## config.mk

```make
export PLATFORM = sky130hd
export DESIGN_NAME = seg_scan_decoder
export DESIGN_NICKNAME = d
export VERILOG_FILES = /design/src/rtl/seg_scan_pkg.sv /design/src/rtl/seg_scan_decoder_seg7.sv /design/src/rtl/seg_scan_decoder.sv
export SDC_FILE = /design/constraint.sdc
export NUM_CORES = 1
export LEC_CHECK = 0
export CAP_MARGIN = 40
export CORE_UTILIZATION = 60
export DETAILED_ROUTE_END_ITERATION = 10
export DONT_BUFFER_PORTS = 1
export PLACE_DENSITY = 0.73
export SYNTH_ARGS = -nofsm -noshare
export SYNTH_HDL_FRONTEND = slang
export SYNTH_HIERARCHICAL = 1
export SYNTH_SLANG_ARGS = --single-unit
```

## constraint.sdc

```tcl
create_clock -name clk -period 6.23 [get_ports clk]
set_input_delay 1.246 -clock clk [delete_from_list [all_inputs] [get_ports clk]]
set_output_delay 1.246 -clock clk [all_outputs]
set_load 0.02 [all_outputs]
```

## src/rtl/seg_scan_pkg.sv

```systemverilog
// Shared types and constants for the seven-segment scan decoder.
// Optional build macro SEG_SCAN_CONFIRM_EN is used by seg_scan_decoder.
package seg_scan_pkg;

    typedef enum logic [1:0] {
        IDLE,
        CONV,
        DONE
    } state_t;

    localparam int NUM_DIGITS = 4;

    localparam logic [6:0] SEG_0 = 7'b0000001;
    localparam logic [6:0] SEG_1 = 7'b1001111;
    localparam logic [6:0] SEG_2 = 7'b0010010;
    localparam logic [6:0] SEG_3 = 7'b0000110;
    localparam logic [6:0] SEG_4 = 7'b1001100;
    localparam logic [6:0] SEG_5 = 7'b0100100;
    localparam logic [6:0] SEG_6 = 7'b0100000;
    localparam logic [6:0] SEG_7 = 7'b0001111;
    localparam logic [6:0] SEG_8 = 7'b0000000;
    localparam logic [6:0] SEG_9 = 7'b0000100;

    localparam logic [3:0] AN_THOU  = 4'b0111;
    localparam logic [3:0] AN_HUND  = 4'b1011;
    localparam logic [3:0] AN_TENS  = 4'b1101;
    localparam logic [3:0] AN_ONES  = 4'b1110;
    localparam logic [3:0] AN_BLANK = 4'b1111;

    function automatic logic [13:0] mul10_add(
        input logic [13:0] acc,
        input logic [3:0]  d
    );
        return (acc << 3) + (acc << 1) + {10'd0, d};
    endfunction

endpackage

```

## src/rtl/seg_scan_decoder_seg7.sv

```systemverilog
// Combinational decode of an active-low segment pattern to a BCD digit.
module seg7_to_bcd
    import seg_scan_pkg::*;
(
    input  logic [6:0] seg,
    output logic [3:0] digit,
    output logic       invalid
);

    always_comb begin
        digit   = 4'd0;
        invalid = 1'b0;
        case (seg)
            SEG_0:   digit = 4'd0;
            SEG_1:   digit = 4'd1;
            SEG_2:   digit = 4'd2;
            SEG_3:   digit = 4'd3;
            SEG_4:   digit = 4'd4;
            SEG_5:   digit = 4'd5;
            SEG_6:   digit = 4'd6;
            SEG_7:   digit = 4'd7;
            SEG_8:   digit = 4'd8;
            SEG_9:   digit = 4'd9;
            default: invalid = 1'b1;
        endcase
    end

endmodule

```

## src/rtl/seg_scan_decoder.sv

```systemverilog
// Captures a scanned 4-digit display and converts it back to binary.
// Build macro SEG_SCAN_CONFIRM_EN: publish only frames seen twice in a row.
module seg_scan_decoder
    import seg_scan_pkg::*;
#(
    parameter int SETTLE_CYCLES = 4
) (
    input  logic        clk,
    input  logic        rst,
    input  logic [3:0]  anode_in,
    input  logic [6:0]  seg_in,
    output logic [13:0] value_out,
    output logic [15:0] bcd_out,
    output logic        valid,
    output logic        err
);

    localparam logic [7:0] CAP_AT = 8'(SETTLE_CYCLES - 2);

    logic [3:0]            anode_q;
    logic [6:0]            seg_q;
    logic [7:0]            dwell;
    logic [NUM_DIGITS-1:0] mask;
    logic [NUM_DIGITS-1:0] inv;
    logic [15:0]           digs;
    logic                  same;
    logic                  capture;
    logic [3:0]            digit;
    logic                  invalid;
    logic                  slot_hit;
    logic                  blank;
    logic [1:0]            slot;
    logic [NUM_DIGITS-1:0] new_mask;
    logic [NUM_DIGITS-1:0] frame_inv;
    logic [15:0]           frame_bcd;
    logic                  start;

    state_t      state;
    logic [13:0] acc;
    logic [15:0] snap;
    logic [1:0]  didx;
    logic [13:0] result;
    logic [3:0]  cur_digit;
`ifdef SEG_SCAN_CONFIRM_EN
    logic [15:0] cand;
    logic        cand_vld;
`endif

    seg7_to_bcd u_dec (
        .seg     (seg_in),
        .digit   (digit),
        .invalid (invalid)
    );

    assign same    = (anode_in == anode_q) && (seg_in == seg_q);
    assign capture = same && (dwell == CAP_AT);

    always_comb begin
        slot_hit = 1'b0;
        blank    = 1'b0;
        slot     = 2'd0;
        unique case (1'b1)
            (anode_in == AN_THOU):  begin slot_hit = 1'b1; slot = 2'd3; end
            (anode_in == AN_HUND):  begin slot_hit = 1'b1; slot = 2'd2; end
            (anode_in == AN_TENS):  begin slot_hit = 1'b1; slot = 2'd1; end
            (anode_in == AN_ONES):  begin slot_hit = 1'b1; slot = 2'd0; end
            (anode_in == AN_BLANK): blank = 1'b1;
            default: ;
        endcase
    end

    // Frame contents as they would be after this capture lands.
    always_comb begin
        frame_bcd = digs;
        frame_inv = inv;
        new_mask  = mask;
        if (slot_hit) begin
            frame_bcd[{slot, 2'b00} +: 4] = digit;
            frame_inv[slot]               = invalid;
            new_mask[slot]                = 1'b1;
        end
    end

    assign start = capture && slot_hit && (&new_mask) && !(|frame_inv);

    always_ff @(posedge clk or posedge rst) begin
        if (rst) begin
            anode_q <= 4'd0;
            seg_q   <= 7'd0;
            dwell   <= 8'd0;
            mask    <= '0;
            inv     <= '0;
            digs    <= 16'd0;
            err     <= 1'b0;
        end else begin
            anode_q <= anode_in;
            seg_q   <= seg_in;
            err     <= 1'b0;
            if (!same)
                dwell <= 8'd0;
            else if (dwell != 8'hFF)
                dwell <= dwell + 8'd1;
            if (capture) begin
                if (slot_hit) begin
                    digs <= frame_bcd;
                    inv  <= frame_inv;
                    if (&new_mask) begin
                        mask <= '0;
                        err  <= |frame_inv;
                    end else begin
                        mask <= new_mask;
                    end
                end else if (!blank) begin
                    mask <= '0;
                    err  <= 1'b1;
                end
            end
        end
    end

    assign cur_digit = snap[{didx, 2'b00} +: 4];
    assign result    = mul10_add(acc, cur_digit);

    always_ff @(posedge clk or posedge rst) begin
        if (rst) begin
            state     <= IDLE;
            acc       <= 14'd0;
            snap      <= 16'd0;
            didx      <= 2'd0;
            value_out <= 14'd0;
            bcd_out   <= 16'd0;
            valid     <= 1'b0;
`ifdef SEG_SCAN_CONFIRM_EN
            cand      <= 16'd0;
            cand_vld  <= 1'b0;
`endif
        end else begin
            valid <= 1'b0;
            unique case (state)
                IDLE: begin
                    if (start) begin
                        snap  <= frame_bcd;
                        acc   <= 14'd0;
                        didx  <= 2'd3;
                        state <= CONV;
                    end
                end
                CONV: begin
                    acc  <= result;
                    didx <= didx - 2'd1;
                    if (didx == 2'd0) begin
                        state <= DONE;
`ifdef SEG_SCAN_CONFIRM_EN
                        cand     <= snap;
                        cand_vld <= 1'b1;
                        if (cand_vld && cand == snap) begin
                            value_out <= result;
                            bcd_out   <= snap;
                            valid     <= 1'b1;
                        end
`else
                        value_out <= result;
                        bcd_out   <= snap;
                        valid     <= 1'b1;
`endif
                    end
                end
                DONE:    state <= IDLE;
                default: state <= IDLE;
            endcase
        end
    end

endmodule

```

==> key figures <==
Run status
  • Status: complete, no violations

Clock network
  • CTS Hold Bufs: 0
  • CTS tree: built
  • Longest Clk Path Bufs: 2
  • H-tree lvl count: 3
  • Post-CTS setup repair buffer count: 0
  • TritonCTS Buffers: 9
  • Clock sinks: 108
  • Clk pin slew, worst setup/hold paths: 0.11 ns
  • Clk root buf: clkbuf_8
  • Post-CTS sizing: 0
  • Worst skew pair latency: 0.39 ns

Global route
  • First-pass GRT wire length: 17.8 mm
  • M1 GR Usage: 30.5%
  • Initial antenna violation count: 0
  • Met2 Usage GRT: 36.8%
  • Number of global-route vias before repair: 3649
  • Routing usage on met3: 3.74%
  • Global Route Usage Sum: 22.8%
  • Global route overflow: 0
  • Largest net degree at the start of global routing: 56
  • GRT busiest layer: met2

Timing
  • Final hold violations: 0
  • Fin crit period: 3.73 ns
  • TNS Setup: 0 ns
  • Hold_ws: 0.511 ns
  • Clk_skew: 0.0189 ns
  • RSZ-0062 raised after global routing: false
  • Max-slew headroom: 44.1%
  • Final Slew Violations: 0
  • Final setup viols: 0
  • Tcrit/Tclk final: 59.8%
  • Worst slew pin tran: 0.827 ns
  • Peak Freq: 268 MHz

Route
  • ANT nets after route: 0
  • DR vias: 3709
  • Drt drc: 0
  • Final WL: 10.6 mm
  • Detailed Routing Iterations Pass 1: 4
  • Via-to-Cell Ratio: 5.74
  • Wire length per cell: 16.4 um
  • DR iter-0 viols: 130

Floorplanning
  • Initial Utilization: 62.8%
  • Ports: 45
  • Die area: 10200 um2
  • Die X: 101 um
  • Vert. Die Dim: 101 um
  • Core area: 9370 um2
  • Core Rows: 35

Critical path
  • Crit Path Category: register to register
  • Worst EP arrival: 3.97 ns
  • Crit start category: register
  • CP required: 6.47 ns
  • CP max FO: 6
  • Register-to-register setup slack: 2.50 ns
  • Worst Reg-to-Reg Cells: 11
  • CP endpoint kind: register

Synth
  • Post-Synth Simple-Gate Area: 14.1%
  • Sequential element share of the synthesized area: 45.9%
  • Synth Warn #: 6
  • Area share of xor/xnor cells in the synthesized design: 4.31%
  • Ranking of synthesized cells by area: dfrtp_1 (46%), mux2_2 (7.6%), ha_1 (6.4%)
  • Mapped Nets: 557
  • Adder-cell area share of the yosys netlist: 7.05%
  • Combinational family with the most area after synthesis: multiplexers
  • Post-synth EDFFs: 0
  • Avg Inst Size Synth: 11.5 um2
  • Synth Cell Area: 5890 um2
  • Gate Count Post-Synth: 512
  • Mux contribution to synthesized area: 14.6%
  • Synth Area in Compound Gates: 10.6%
  • Flop and latch count out of synthesis: 108
  • Yosys top cell by area: dfrtp_1
  • Area share of the largest cell type after synthesis: 45.9%
  • Synth async-reset ratio: 100%
  • Main synth FF type: dfrtp_1
  • Synth cell types: 69

Flow run
  • MaxCap Viol Count: 0

Min path
  • Worst min-delay path class: register to register
  • Hold Crit Depth: 1

Placement
  • Port-buffer cells: 0
  • GPL Wtd Cong: 0.935
  • Final HPWL DP: 7.84 mm

Finish
  • Layout cells sized above 1: 23.0%
  • N_diodes: 0
  • Nets: 557
  • Synth-to-layout area growth: 5.06%

Power
  • Leak pwr: 3.01 nW
  • Maximum VDD drop: 135 uV
  • Pwr dens: 192 nW/um2
worst max-delay path, stage by stage, from the launching register on:
cell	delay [ns]
dfrtp_1	0.56
mux4_2	0.57
inv_1	0.08
fa_1	0.40
inv_1	0.12
ha_1	0.25
a21oi_1	0.22
o21ai_0	0.14
a2111oi_0	0.67
or2_2	0.23
xor2_1	0.25
o22ai_2	0.10
per-layer routing:
| layer | vias to the layer above | wire, um |
|---|---|---|
| met4 | 0 | 165 |
| met5 | - | 0 |
| met3 | 11 | 302 |
| li1 | 1814 | - |
| met1 | 1829 | 4970 |
| met2 | 55 | 5180 |
flip-flops by register name, indices dropped and copies added (netlist names), 4 cells and up:
name,flops
snap,16
digs,16
bcd_out,16
acc,13
seg_q,7
anode_q,4
mask,4
value_out,14
dwell,8
inv,4
cell type report:
class                           count  area (um2)
Clock buffer                       10         138
Clock inverter                      6        62.6
Fill cell                         738        3180
Inverter                           25        98.8
Multi-Input combinational cell    364        2990
Sequential cell                   108        2700
Tap cell                          129         161
Timing Repair Buffer                4        37.5
power breakdown:
group	total, mW	switching, mW	internal [mW]
Sequential	0.706	0.00157	0.704
Clock	0.431	0.263	0.168
Combinational	0.0528	0.0371	0.0157
cell usage in the layout, fill, tap and decap left out, types with 4 or more instances in the layout:
| master | synthesis | layout |
|---|---|---|
| dfrtp_1 | 108 | 108 |
| nand2_1 | 52 | 52 |
| mux2_2 | 40 | 40 |
| ha_1 | 30 | 30 |
| nor2_1 | 28 | 28 |
| o21ai_0 | 27 | 27 |
| inv_1 | 23 | 22 |
| xor2_1 | 20 | 20 |
| a21oi_1 | 18 | 18 |
| mux2_4 | 16 | 16 |
| clkbuf_8 | 0 | 10 |
| xnor2_1 | 9 | 9 |
| o22ai_2 | 9 | 9 |
| mux2i_1 | 8 | 8 |
| nand2b_1 | 8 | 8 |
| nand3_1 | 7 | 7 |
| and2_1 | 6 | 6 |
| nand4_1 | 5 | 5 |
| o21ai_1 | 5 | 5 |
| nor3_1 | 4 | 4 |
| and3_1 | 4 | 4 |
| nor4_4 | 4 | 4 |
| mux4_2 | 4 | 4 |
path summary, 6_finish.rpt:
| path | startpoint | end |
|---|---|---|
| max reg2reg | didx[0] | acc[9] |
| max in group asynchronous | rst | snap[6] |
| max | didx[0] | acc[9] |
| min in group asynchronous | rst | dwell[3] |
| min reg2reg | digs[6] | digs[6] |
| min | digs[6] | digs[6] |
cells in the mapped netlist, types with 8 or more instances:
cell type  count
o22ai_2        9
xnor2_1        9
a21oi_1       18
nor2_1        28
dfrtp_1      108
mux2_4        16
inv_1         23
nand2_1       52
o21ai_0       27
mux2_2        40
ha_1          30
mux2i_1        8
xor2_1        20
nand2b_1       8
cells by family (layout without fill, tap and decap cells):
family,Yosys count,after routing
flip-flops,108,108
XOR/XNOR,29,29
AND/OR/NAND/NOR,146,146
AO/OA/AOI/OAI,89,89
adder cells (fa/ha/maj),32,32
buffers and inverters,40,45
multiplexers,68,68
metrics by stage:
| stage | utilization (%) | std cells | instance area, um2 | worst slack [ns] | power, mW |
|---|---|---|---|---|---|
| 4_1_cts | 66.0 | 646 | 6190 | 2.54 | 1.20 |
| 2_1_floorplan | - | 512 | 5890 | 2.14 | 0.766 |
| 3_3_place_gp | 63.7 | 629 | 5970 | 2.42 | 0.772 |
| 5_1_grt | 66.0 | 646 | 6190 | 2.31 | 1.24 |
| 3_5_place_dp | 63.9 | 630 | 5990 | 2.32 | 0.773 |
| 6_report | 66.0 | 646 | 6190 | 2.50 | 1.19 |
Note: power is estimated with default switching activity, not from simulation.
